==> src/rtl/seg7_pkg.sv <==
// Shared constants for the stopwatch seven-segment display path:
// active-low glyphs (seg[0]=a .. seg[6]=g), digit slot indices and the MM.SS separator slot.
package seg7_pkg;

   typedef logic [1:0] digit_idx_t;

   localparam logic [6:0] SEG_0    = 7'b1000000;
   localparam logic [6:0] SEG_1    = 7'b1111001;
   localparam logic [6:0] SEG_2    = 7'b0100100;
   localparam logic [6:0] SEG_3    = 7'b0110000;
   localparam logic [6:0] SEG_4    = 7'b0011001;
   localparam logic [6:0] SEG_5    = 7'b0010010;
   localparam logic [6:0] SEG_6    = 7'b0000010;
   localparam logic [6:0] SEG_7    = 7'b1111000;
   localparam logic [6:0] SEG_8    = 7'b0000000;
   localparam logic [6:0] SEG_9    = 7'b0010000;
   localparam logic [6:0] SEG_DASH = 7'b0111111;
   localparam logic [6:0] SEG_OFF  = 7'h7F;

   localparam logic [3:0] AN_OFF = 4'b1111;

   localparam digit_idx_t DIG_SEC_ONES = 2'd0;
   localparam digit_idx_t DIG_SEC_TENS = 2'd1;
   localparam digit_idx_t DIG_MIN_ONES = 2'd2;
   localparam digit_idx_t DIG_MIN_TENS = 2'd3;

   // The separator dot is lit on minutes-ones, so the display reads MM.SS
   localparam digit_idx_t DP_DIGIT = 2'd2;

endpackage

==> src/rtl/bcd_to_seg7.sv <==
// BCD to active-low seven-segment decoder; non-decimal codes render as a dash.
module bcd_to_seg7
   import seg7_pkg::*;
(
   input  logic [3:0] bcd,
   output logic [6:0] seg
);

   always_comb begin
      case (bcd)
         4'd0:    seg = SEG_0;
         4'd1:    seg = SEG_1;
         4'd2:    seg = SEG_2;
         4'd3:    seg = SEG_3;
         4'd4:    seg = SEG_4;
         4'd5:    seg = SEG_5;
         4'd6:    seg = SEG_6;
         4'd7:    seg = SEG_7;
         4'd8:    seg = SEG_8;
         4'd9:    seg = SEG_9;
         default: seg = SEG_DASH;
      endcase
   end

endmodule

==> src/rtl/seg7_scan_driver.sv <==
// 4-digit common-anode scan driver with per-frame input snapshot and blanking gap.
// Optional build macro LEADING_ZERO_BLANK_EN blanks a zero minutes-tens digit.
module seg7_scan_driver
   import seg7_pkg::*;
#(
   parameter int REFRESH_DIV  = 100000,
   parameter int BLANK_CYCLES = 16
)
(
   input  logic       clk,
   input  logic       rst,
   input  logic [3:0] seconds_ones,
   input  logic [3:0] seconds_tens,
   input  logic [3:0] minutes_ones,
   input  logic [3:0] minutes_tens,
   output logic [3:0] an,
   output logic [6:0] seg,
   output logic       dp
);

   localparam int CW = (REFRESH_DIV > 1) ? $clog2(REFRESH_DIV) : 1;
   localparam logic [CW-1:0] R_LAST = CW'(REFRESH_DIV - 1);

   logic [CW-1:0] r_reg, r_next;
   digit_idx_t    idx_reg, idx_next;
   logic [15:0]   snap_reg, snap_next;
   logic [3:0]    an_reg, an_next;
   logic [6:0]    seg_reg, seg_next;
   logic          dp_reg, dp_next;

   logic          slot_end;
   logic          frame_end;
   logic          in_blank;
   logic          digit_off;
   logic [3:0]    digit;
   logic [6:0]    glyph;

   always_comb begin
      slot_end  = (r_reg == R_LAST);
      frame_end = slot_end && (idx_reg == DIG_MIN_TENS);
      r_next    = slot_end ? '0 : r_reg + 1'b1;
      idx_next  = slot_end ? idx_reg + 2'd1 : idx_reg;
      // Inputs are only sampled between frames so a frame never mixes two times
      snap_next = frame_end ? {minutes_tens, minutes_ones, seconds_tens, seconds_ones}
                            : snap_reg;
   end

   generate
      if (BLANK_CYCLES == 0) begin : g_no_blank
         assign in_blank = 1'b0;
      end else begin : g_blank
         localparam logic [CW-1:0] BLANK_LAST = CW'(BLANK_CYCLES);
         assign in_blank = (r_reg < BLANK_LAST);
      end
   endgenerate

   always_comb begin
      digit = 4'd0;
      case (idx_reg)
         DIG_SEC_ONES: digit = snap_reg[3:0];
         DIG_SEC_TENS: digit = snap_reg[7:4];
         DIG_MIN_ONES: digit = snap_reg[11:8];
         DIG_MIN_TENS: digit = snap_reg[15:12];
         default:      digit = 4'd0;
      endcase
   end

`ifdef LEADING_ZERO_BLANK_EN
   assign digit_off = (idx_reg == DIG_MIN_TENS) && (snap_reg[15:12] == 4'd0);
`else
   assign digit_off = 1'b0;
`endif

   bcd_to_seg7 u_decode (
      .bcd (digit),
      .seg (glyph)
   );

   always_comb begin
      an_next  = AN_OFF;
      seg_next = SEG_OFF;
      dp_next  = 1'b1;
      if (!in_blank && !digit_off) begin
         an_next  = ~(4'b0001 << idx_reg);
         seg_next = glyph;
         dp_next  = (idx_reg != DP_DIGIT);
      end
   end

   always_ff @(posedge clk) begin
      if (rst) begin
         r_reg    <= '0;
         idx_reg  <= DIG_SEC_ONES;
         snap_reg <= '0;
         an_reg   <= AN_OFF;
         seg_reg  <= SEG_OFF;
         dp_reg   <= 1'b1;
      end else begin
         r_reg    <= r_next;
         idx_reg  <= idx_next;
         snap_reg <= snap_next;
         an_reg   <= an_next;
         seg_reg  <= seg_next;
         dp_reg   <= dp_next;
      end
   end

   assign an  = an_reg;
   assign seg = seg_reg;
   assign dp  = dp_reg;

endmodule

==> config.mk <==
export PLATFORM = sky130hd
export DESIGN_NAME = seg7_scan_driver
export DESIGN_NICKNAME = d
export VERILOG_FILES = /design/src/rtl/seg7_pkg.sv /design/src/rtl/bcd_to_seg7.sv /design/src/rtl/seg7_scan_driver.sv
export SDC_FILE = /design/constraint.sdc
export NUM_CORES = 1
export LEC_CHECK = 0
export BUFFER_PORTS_ARGS = -buffer_cell sky130_fd_sc_hd__buf_2
export CAP_MARGIN = 10
export CELL_PAD_IN_SITES_DETAIL_PLACEMENT = 1
export CELL_PAD_IN_SITES_GLOBAL_PLACEMENT = 1
export CORE_UTILIZATION = 44
export CTS_BUF_LIST = sky130_fd_sc_hd__clkbuf_2
export CTS_CLUSTER_SIZE = 40
export DETAILED_ROUTE_END_ITERATION = 8
export HOLD_SLACK_MARGIN = 0.12
export PLACE_DENSITY = 0.84
export RECOVER_POWER = 25
export REMOVE_ABC_BUFFERS = 1
export SYNTH_ARGS = -nofsm -noshare
export SYNTH_HDL_FRONTEND = slang
export SYNTH_SLANG_ARGS = --single-unit
==> constraint.sdc <==
create_clock -name clk -period 2.5 [get_ports clk]
set_input_delay 0.25 -clock clk [delete_from_list [all_inputs] [get_ports clk]]
set_output_delay 0.25 -clock clk [all_outputs]
set_load 0.1 [all_outputs]
==> impl_metrics.py <==
metrics = {
    "global_route": {
        "grt_pass1_wl_um": 9160,
        "grtUsageTotal_pct": 23.2,
        "antenna_found_initial": 0,
        "grt_start_max_net_pins": 23,
        "grt_pass1_vias": 1900,
        "grt-ovfl-total": 0,
    },
    "route": {
        "dr.pass1.iters": 6,
        "vias_per_cell": 5.73,
        "remaining_drc_errors": 4,
        "final_antenna_net_count": 0,
        "vias": 1890,
        "wl_per_cell_um": 16.7,
        "drtIter0Drc": 140,
        "drt_wl_total_um": 5520,
    },
    "timing": {
        "finalWorstSetupSlack_ns": 0.273,
        "slew_viol_final": 0,
        "clock_skew_ns": 0.0398,
        "fin_crit_sh_pct": 89.1,
        "finalSetupViolCount": 0,
        "period_minus_slack_ns": 2.23,
        "relSlewSlack_pct": 21.2,
        "hold_violations": 0,
        "fmax_ghz": 0.449,
        "final.setup.tns_ns": 0,
        "rsz0062_at_grt": "false",
        "worst_slew_pin_slew_ns": 1.19,
    },
    "finish": {
        "syn2layout_area_growth_pct": 16.5,
        "fillers": 555,
        "postLayoutCoreUtil_pct": 54.8,
        "num_antenna_cells": 0,
        "layout.cells.non_filler": 330,
        "largest_reg_flops": 17,
        "layout-drive-gt1-share_pct": 13.3,
        "fin_nets": 304,
    },
    "run": {
        "cap_viol_max_count": 0,
    },
    "synth": {
        "yosysUniqueCellTypes": 36,
        "synth_ff_type": "dfxtp_1",
        "synth_top_area_share_pct": 43.4,
        "syn_avg_cell_area_um2": 8.91,
        "ys_ff_latch": 46,
        "yosysSeqAreaShare_pct": 43.4,
        "yosysMostFrequentCell": "dfxtp_1",
        "synthTopCellsByArea": "dfxtp_1, nand4_1, ha_1, a21oi_1, o21ai_0",
        "synth_area_leader_cell": "dfxtp_1",
        "synth_area_um2": 2120,
        "synth_common_cells": "dfxtp_1, nand4_1, a21oi_1, o21ai_0, nor2_1",
        "synth-edff-count": 0,
        "synthCells": 238,
        "synthArstFlopShare_pct": 0,
        "yosysWarnings": 0,
    },
    "worst_setup_path": {
        "worstRegToRegCells": 6,
        "crit_cells": 6,
        "cp-start-kind": "flip-flop",
        "crit_buf_inv": 1,
        "critical-path-top-delay-family": "simple AND/OR/NAND/NOR gates",
        "cp_slowest_stage_delay_ns": 0.59,
        "slowest_stage": "or4b_1",
        "regToRegSetupSlack_ns": 0.27,
        "worstPathArrival_ns": 2.61,
        "crit_chain": "inv_1 > ha_1 > a222oi_1 > mux2i_2 > or4b_1 > nand4_1",
        "cp.required_ns": 2.88,
        "crit_path_max_fanout": 10,
        "end_kind": "flip-flop",
        "worstSetupPathType": "flip-flop to flip-flop",
    },
    "pwr": {
        "powerDensity_nw_per_um2": 494,
        "p_leak_nw": 0.856,
        "ir_drop_uv": 225,
        "p_total_mw": 1.22,
    },
    "clock_tree": {
        "clock_sinks": 46,
        "htree_levels": 2,
        "cts_buffers": 5,
        "clk_pin_slew_ns": 0.27,
        "worstSkewPairLatency_ns": 0.45,
        "post-cts-setup-buffers": 0,
        "cts_buffer_depth": 2,
        "cts-root-buf": "clkbuf_2",
        "cts_tree": "done",
    },
    "floorplan": {
        "core_area_um2": 4500,
        "top_level_ports": 30,
        "row_count": 24,
        "start_util_pct": 47.1,
        "die_h_um": 71.4,
        "die_w_um": 71.4,
        "dieArea_um2": 5100,
    },
    "placement": {
        "gp_congestion": 0.769,
        "dp_cells": 306,
        "post-place-ws_ns": 0.139,
        "dpl.hpwl_um": 3490,
        "numPortBuffers": 29,
    },
    "min_path": {
        "holdPathStages": 2,
        "min_path_type": "input port to flip-flop",
    },
    "outcome": {
        "status": "finished with violations",
        "failed_checks": "DRC",
    },
}
## power by group
group | total, mW | internal [mW] | switching, mW
clock network | 0.424 | 0.173 | 0.252
logic | 0.0530 | 0.0305 | 0.0226
registers | 0.743 | 0.740 | 0.00325
## worst reg2reg max path: stages, from the launching register on
cell      delay (ns)
dfxtp_1         0.42
inv_1           0.12
ha_1            0.29
a222oi_1        0.40
mux2i_2         0.26
or4b_1          0.60
nand4_1         0.11
## layout make-up
type / count / area [um2] / area share (%)
repair buffers: 49 / 322 / 13.0
clock inverters: 2 / 37.5 / 1.52
multi-input cells: 163 / 1050 / 42.5
clock buffers: 6 / 30.0 / 1.22
inverters: 12 / 45.0 / 1.82
flip-flops and latches: 46 / 921 / 37.3
well taps: 52 / 65.1 / 2.63
## per-layer routing
layer	share of wire [%]	track usage, %
met1	43	27.5
met2	51	41.7
met3	3.6	4.22
met4	1.9	8.67
met5	0	0
## layout by cell type (no fill, tap or decap), types with 2 or more instances in the layout
master / count
xor2_1: 8
and3_1: 5
nor4b_1: 2
o21ai_0: 22
clkbuf_1: 9
inv_1: 12
o31ai_1: 2
buf_4: 3
nor2_1: 16
nand4_1: 28
nand3_1: 5
o311ai_0: 2
nand2_1: 11
dlygate4sd3_1: 16
a21oi_1: 22
mux2i_2: 2
buf_2: 21
or3_1: 2
clkbuf_2: 6
a222oi_1: 4
a211oi_1: 2
mux2i_1: 2
or4_1: 2
nor4_1: 3
nand2b_1: 2
ha_1: 8
dfxtp_1: 46
and4_1: 2
xnor2_1: 4
## timing repair
action / in CTS / in global routing
hold endpoints to repair: 16 / 0
hold buffers: 16 / 0
endpoints found under the setup margin: 0 / 3
resized for setup: 0 / 2
## path summary, 6_finish.rpt
kind               from          end
min                 rst  snap_reg[3]
max reg2reg  idx_reg[0]       seg[3]
min reg2reg    r_reg[0]     r_reg[0]
max          idx_reg[0]       seg[3]
## kinds of logic after synthesis
group,count (synthesis),synth area share [%]
mux,5,2.60
simple gates,82,22.6
flops,46,43.4
buf+inv,29,6.32
fa+ha+maj,9,5.31
compound gates,55,14.8
xor+xnor,12,4.96
## per-stage QoR
step	hold WS, ns	instance area [um2]
CTS	0.183	2500
global route	0.195	2470
detailed placement	0.435	2270
floorplan	0.319	2030
global placement	0.422	2270
finish	0.206	2470
(Power assumes the default switching activity.)
